===== config.mk =====
export PLATFORM = sky130hd
export DESIGN_NAME = rstin_filter
export DESIGN_NICKNAME = d
export VERILOG_FILES = /design/src/rtl/rstin_filter.sv
export SDC_FILE = /design/constraint.sdc
export NUM_CORES = 1
export LEC_CHECK = 0
export BUFFER_PORTS_ARGS = -buffer_cell sky130_fd_sc_hd__clkbuf_2
export CORE_UTILIZATION = 50
export CTS_CLUSTER_DIAMETER = 200
export DETAILED_ROUTE_END_ITERATION = 10
export GPL_TIMING_DRIVEN = 0
export MAX_ROUTING_LAYER = met4
export PLACE_DENSITY = 0.7
export SYNTH_ARGS = -nofsm -noshare
export SYNTH_HDL_FRONTEND = slang
export SYNTH_SLANG_ARGS = --single-unit

===== constraint.sdc =====
create_clock -name clk -period 1.9 [get_ports clk]
set_clock_uncertainty 0.2 [all_clocks]
set_input_delay 0.095 -clock clk [delete_from_list [all_inputs] [get_ports clk]]
set_output_delay 0.095 -clock clk [all_outputs]
set_load 0.01 [all_outputs]

===== src/rtl/rstin_filter.sv =====
// rstin_filter: turns a raw, bouncing, active-low board reset button into a
// clean active-low reset request for the global reset generator.
// The button is synchronised first and then debounced in both directions.
// Once a press is accepted, rstin_n stays low for a guaranteed minimum time.
// Outputs: rstin_n (filtered request), pressed (one-cycle pulse per press),
// busy (high whenever the filter is not idle).
module rstin_filter #(
    parameter int SYNC_STAGES = 2,
    parameter int DB_CYCLES   = 8,
    parameter int HOLD_CYCLES = 16
) (
    input  logic clk,
    input  logic rst,
    input  logic btn_n,
    output logic rstin_n,
    output logic pressed,
    output logic busy
);

    localparam int DB_W   = $clog2(DB_CYCLES) + 1;
    localparam int HOLD_W = $clog2(HOLD_CYCLES) + 1;

    // Count value at which the DB_CYCLES-th consecutive sample is seen.
    // The sample that enters a debounce state is the first, with the count
    // still at zero, so the terminal count is DB_CYCLES-2.
    localparam logic [DB_W-1:0]   DB_LAST  = DB_W'(DB_CYCLES - 2);
    localparam logic [HOLD_W-1:0] HOLD_MAX = HOLD_W'(HOLD_CYCLES);

    typedef enum logic [1:0] {
        ST_IDLE,
        ST_DEB_ON,
        ST_ASSERT,
        ST_DEB_OFF
    } state_t;

    logic [SYNC_STAGES-1:0] sync_reg;
    logic                   btn_s;
    state_t                 state_reg;
    logic [DB_W-1:0]        db_cnt_reg;
    logic [HOLD_W-1:0]      hold_cnt_reg;
    logic                   rstin_n_reg;
    logic                   pressed_reg;
    logic                   busy_reg;

    // Synchroniser chain. Each stage idles at 1, the released level of the button.
    generate
        for (genvar gi = 0; gi < SYNC_STAGES; gi++) begin : g_sync
            if (gi == 0) begin : g_first
                // First stage samples the asynchronous button pin.
                always_ff @(posedge clk) begin
                    if (rst) sync_reg[gi] <= 1'b1;
                    else     sync_reg[gi] <= btn_n;
                end
            end else begin : g_rest
                // Later stages shift the sample along the chain.
                always_ff @(posedge clk) begin
                    if (rst) sync_reg[gi] <= 1'b1;
                    else     sync_reg[gi] <= sync_reg[gi-1];
                end
            end
        end
    endgenerate

    assign btn_s = sync_reg[SYNC_STAGES-1];

    // Debounce and hold FSM. Every output is registered next to its state change.
    always_ff @(posedge clk) begin
        if (rst) begin
            state_reg    <= ST_IDLE;
            db_cnt_reg   <= '0;
            hold_cnt_reg <= '0;
            rstin_n_reg  <= 1'b1;
            pressed_reg  <= 1'b0;
            busy_reg     <= 1'b0;
        end else begin
            pressed_reg <= 1'b0;
            case (state_reg)
                ST_IDLE: begin
                    if (!btn_s) begin
                        state_reg  <= ST_DEB_ON;
                        db_cnt_reg <= '0;
                        busy_reg   <= 1'b1;
                    end
                end
                ST_DEB_ON: begin
                    if (btn_s) begin
                        // Bounce: the press did not stay low long enough.
                        state_reg  <= ST_IDLE;
                        db_cnt_reg <= '0;
                        busy_reg   <= 1'b0;
                    end else if (db_cnt_reg == DB_LAST) begin
                        state_reg    <= ST_ASSERT;
                        db_cnt_reg   <= '0;
                        hold_cnt_reg <= '0;
                        rstin_n_reg  <= 1'b0;
                        pressed_reg  <= 1'b1;
                    end else begin
                        db_cnt_reg <= db_cnt_reg + 1'b1;
                    end
                end
                ST_ASSERT: begin
                    if (hold_cnt_reg == HOLD_MAX && btn_s) begin
                        state_reg  <= ST_DEB_OFF;
                        db_cnt_reg <= '0;
                    end else if (hold_cnt_reg != HOLD_MAX) begin
                        hold_cnt_reg <= hold_cnt_reg + 1'b1;
                    end
                end
                ST_DEB_OFF: begin
                    if (!btn_s) begin
                        // A release glitch returns to ASSERT. The hold count
                        // stays saturated, so no new minimum dwell is imposed.
                        state_reg  <= ST_ASSERT;
                        db_cnt_reg <= '0;
                    end else if (db_cnt_reg == DB_LAST) begin
                        state_reg    <= ST_IDLE;
                        db_cnt_reg   <= '0;
                        hold_cnt_reg <= '0;
                        rstin_n_reg  <= 1'b1;
                        busy_reg     <= 1'b0;
                    end else begin
                        db_cnt_reg <= db_cnt_reg + 1'b1;
                    end
                end
                default: begin
                    state_reg   <= ST_IDLE;
                    db_cnt_reg  <= '0;
                    rstin_n_reg <= 1'b1;
                    busy_reg    <= 1'b0;
                end
            endcase
        end
    end

    assign rstin_n = rstin_n_reg;
    assign pressed = pressed_reg;
    assign busy    = busy_reg;

endmodule


# ---- Yosys cells after proc, flatten, opt, wreduce, memory -nomap -nowiden
# Index checks and enable logic that the tools add are counted.
dict set report word_totals {
  regBits 16
  latchBits 0
  ramBits 0
  mem_bits_ro 0
  inputBits 3
  out_inout_bits 3
  n_memories 0
}
dict set report classes {
  n_addsub 2
  mul 0
  div_mod_pow 0
  magnitude_cmp 0
  eq_ne 17
  shift 0
  muxes 29
  bitwise 1
  n_reduce_logical 11
}
# op count
set ops {}
lappend ops {{5-bit two-way mux} 5}
lappend ops {{4-bit two-way mux} 5}
lappend ops {{2-bit inequality test, second input constant} 9}
lappend ops {{4-bit case mux with 4 select lines} 1}
lappend ops {{5-bit case mux with 3 select lines} 1}
lappend ops {{5-bit AND reduction} 3}
lappend ops {{2-bit two-way mux} 6}
lappend ops {{1-bit two-way mux} 8}
lappend ops {{2-bit case mux with 4 select lines} 1}
lappend ops {{3-bit inequality test, second input constant} 2}
lappend ops {{3-bit nonzero test} 2}
lappend ops {{5-bit by 1-bit adder with 5-bit output, second input constant} 1}
lappend ops {{5-bit == test, second input constant} 1}
lappend ops {{5-bit inequality test, second input constant} 1}
lappend ops {{4-bit by 1-bit adder with 4-bit output, second input constant} 1}
lappend ops {{2-bit == test, second input constant} 2}
lappend ops {{4-bit by 3-bit == test with 1-bit output, second input constant} 1}
lappend ops {{4-bit AND reduction} 1}
lappend ops {{1-bit case mux with 3 select lines} 1}
lappend ops {{3-bit OR reduction} 1}
lappend ops {{2-bit by 1-bit == test with 1-bit output, second input constant} 1}
lappend ops {{2-bit logical NOT} 1}
lappend ops {{1-bit case mux with 2 select lines} 1}
lappend ops {{2-bit AND reduction} 1}
lappend ops {{other kinds (3)} 3}

# ---- Depth between registers and ports, before layout
dict set report depth {
  depth_word 4
  depth_mapped 6
  depth_no_buf 6
}

# ---- Worst setup path after synthesis
# Ideal clock, no wire load.
dict set report synth_timing {
  path_type {register -> register}
  start {register (tool-made name)}
  end {register hold_cnt_reg[3]}
  setup_ns 0.071
  arrival_ns 1.806
  required_time_ns 1.629
  path_slack_ns -0.177
  path_stages_with_launch 7
  path_cell_list {dfxtp_1 > inv_1 > ha_1 > mux2_4 > a211o_4 > or4_1 > a21oi_1}
}
# element line_no
set synth_lines {}
lappend synth_lines {{end signal: assignment} 106} ;# hold_cnt_reg <= hold_cnt_reg + 1'b1;
lappend synth_lines {{end: declaration} 40} ;# logic [HOLD_W-1:0] hold_cnt_reg;

==> results.sh <==
export IMPL_worstPathMaxFanout=6
export IMPL_syn_area_per_cell_um2=8.795
export IMPL_critPathLaunchType="flop"
export IMPL_period_needed_ns=2.020
export IMPL_die_w_um=44.36
export IMPL_drive_above_1_share_pct=34.96
export IMPL_async_reset_ff_share_pct=0
export IMPL_multi_input_area_um2=611.8
export IMPL_dp_hpwl_um=1281
export IMPL_antenna_cells=0
export IMPL_hold_worst_slack_ns=0.2192
export IMPL_die_area_um2=1968
export IMPL_global_route_usage_total_pct=22.97
export IMPL_critPathKind="reg -> reg"
export IMPL_grt_antenna_before_repair=0
export IMPL_wl_per_cell_um=13.44
export IMPL_clock_root_buffer="clkbuf_4"
export IMPL_slew_limit_headroom_pct=65.27
export IMPL_die_y_um=44.36
export IMPL_required_ns=1.93
export IMPL_layout_nets=135
export IMPL_synth_nets=113
export IMPL_leakage_uw=0.0004504
export IMPL_fmax_mhz=495.1
export IMPL_rsz0062_at_grt="true"
export IMPL_setup_viol=4
export IMPL_grt_max_degree=11
export IMPL_synth_area_top_cells="dfxtp_1, ha_1, a21oi_1"
export IMPL_io_pins=6
export IMPL_synth_warnings=0
export IMPL_synth_main_ff_cell="dfxtp_1"
export IMPL_cts_buffers=3
export IMPL_first_pass_iters=4
export IMPL_clk_latency_ns=0.29
export IMPL_ys_top_cells_by_count="dfxtp_1, inv_1, a21oi_1"
export IMPL_gp_congestion=0.7980
export IMPL_synth_edf_count=0
export IMPL_h_tree_depth=1
export IMPL_first_global_vias=813
export IMPL_route_detailed_drc=0
export IMPL_p_total_uw=1310
export IMPL_grt_overflow_total=0
export IMPL_worstMarginPinSlew_ns=0.5209
export IMPL_endpoint_kind="flop"
export IMPL_synth_top_area_share_pct=35.70
export IMPL_dp_cells=131
export IMPL_synth_top_cell_by_area="dfxtp_1"
export IMPL_viasPerCell=5.599
export IMPL_synthCells=102
export IMPL_grt_pass1_wl_um=3291
export IMPL_cts_buffer_depth=2
export IMPL_vias=823
export IMPL_syn_area_um2=897.1
export IMPL_areaGrowthSynthToFinish_pct=33.05
export IMPL_final_max_slew_viol_count=0
export IMPL_drtIter0Drc=13
export IMPL_cp_arrival_ns=2.05
export IMPL_clkTransAtPathRegs_ns=0.10
export IMPL_port_buffers=5
export IMPL_core_um2=1594
export IMPL_routed_wl_um=1976
export IMPL_ir_drop_mv=0.8892
export IMPL_hold_class="reg -> reg"
export IMPL_max_cap_viol_count=0
export IMPL_reg2reg_depth=6
export IMPL_synth_cell_types=33
export IMPL_final_fill_count=119
export IMPL_synth_seq_cells=16
export IMPL_rows=14
export IMPL_fin_crit_sh_pct=106.3
export IMPL_ff_latch_area_um2=330.3
export IMPL_status="finished with violations"
export IMPL_ys_seq_area_share_pct=35.70
export IMPL_synth_most_common_cell="dfxtp_1"
export IMPL_largest_register_ffs=5
export IMPL_start_util_pct=56.28
export IMPL_fin_cells=147
export IMPL_ant_nets=0
export IMPL_cts_tree="yes"
export IMPL_setup_slack_ns=-0.1199
export IMPL_hold_path_depth=1
export IMPL_hold_viol=0
export IMPL_clock_sinks=16
export IMPL_cellPowerDensity_nw_per_um2=1097
export IMPL_violations="setup timing"
[metrics by stage]
stage	TNS (ns)	area (um^2)	setup WS, ns	util (%)
6_report	-0.2070	1194	-0.1199	74.88
5_1_grt	-0.4572	1194	-0.1653	74.88
4_1_cts	-0.3123	1111	-0.1060	69.70
3_5_place_dp	-0.7347	984.7	-0.1863	61.77
3_3_place_gp	-0.7244	984.7	-0.1985	61.77
2_1_floorplan	-0.1599	929.6	-0.08675	-
[worst max-delay path, cell delays in order, from the launching register on]
cell and delay, ns:
dfxtp_4 0.39, inv_4 0.04, ha_4 0.15, mux2_4 0.26, a211o_4 0.30, or4_4 0.49
a21oi_2 0.12
[report_power, final]
group | leakage, uW | total (uW) | switching [uW] | internal (uW)
logic | 0.000297 | 655 | 329 | 326
clock network | 0.0000210 | 228 | 111 | 117
registers | 0.000132 | 427 | 47.7 | 379
total | 0.000450 | 1310 | 488 | 822
[logic make-up (layout without fill, tap and decap cells)]
| family | count (synthesis) | count (layout) | synth area share, % |
|---|---|---|---|
| muxes | 2 | 2 | 2.789 |
| and+or+nand+nor | 35 | 35 | 22.59 |
| AOI/OAI and AO/OA | 26 | 26 | 20.08 |
| buffers and inverters | 14 | 35 | 6.694 |
| adders and majority gates | 8 | 8 | 11.16 |
| xor gates and xnor gates | 1 | 1 | 0.9765 |
| DFF | 16 | 16 | 35.70 |
[layout make-up]
type,count,share of cell area [%]
inverters,12,3.983
plain buffers,2,1.258
repair buffers,17,10.27
well taps,24,2.516
multi-input cells,72,51.26
flip-flops and latches,16,27.67
clock buffers,4,3.040
[repair_timing]
item | CTS | global route
pin swaps | 3 | 2
endpoints found under the setup margin | 7 | 8
gates resized for setup | 4 | 14
hold buffers | 3 | 0
hold endpoints to repair | 6 | 0
buffers inserted | 6 | 3
[layer usage]
metal / track usage [%] / vias to the layer above / part of all wire (%)
met1: 27.85 / 392 / 47
met3: 3.265 / 3 / 2.1
li1: - / 414 / -
met4: 10.30 / 0 / 1.2
met2: 37.65 / 14 / 49
met5: - / - / 0
[cell usage in the layout, fill, tap and decap left out, types with 3 or more instances in the layout]
cell / count
clkbuf_4: 3
or4_1: 3
o32ai_1: 3
dfxtp_1: 12
inv_1: 9
buf_4: 9
nand2_1: 3
nand3_1: 5
ha_4: 4
ha_1: 4
dlygate4sd3_1: 3
nor2_1: 7
a21oi_1: 7
o21ai_0: 5
clkbuf_2: 5
[final timing paths]
path	slack [ns]	endpoint	from
max reg2reg	-0.12	hold_cnt_reg[2]	flop
min	0.22	btn_s	sync_reg[0]
max	-0.12	hold_cnt_reg[2]	flop
min reg2reg	0.22	btn_s	sync_reg[0]
Power figures use the tool's default switching activity.
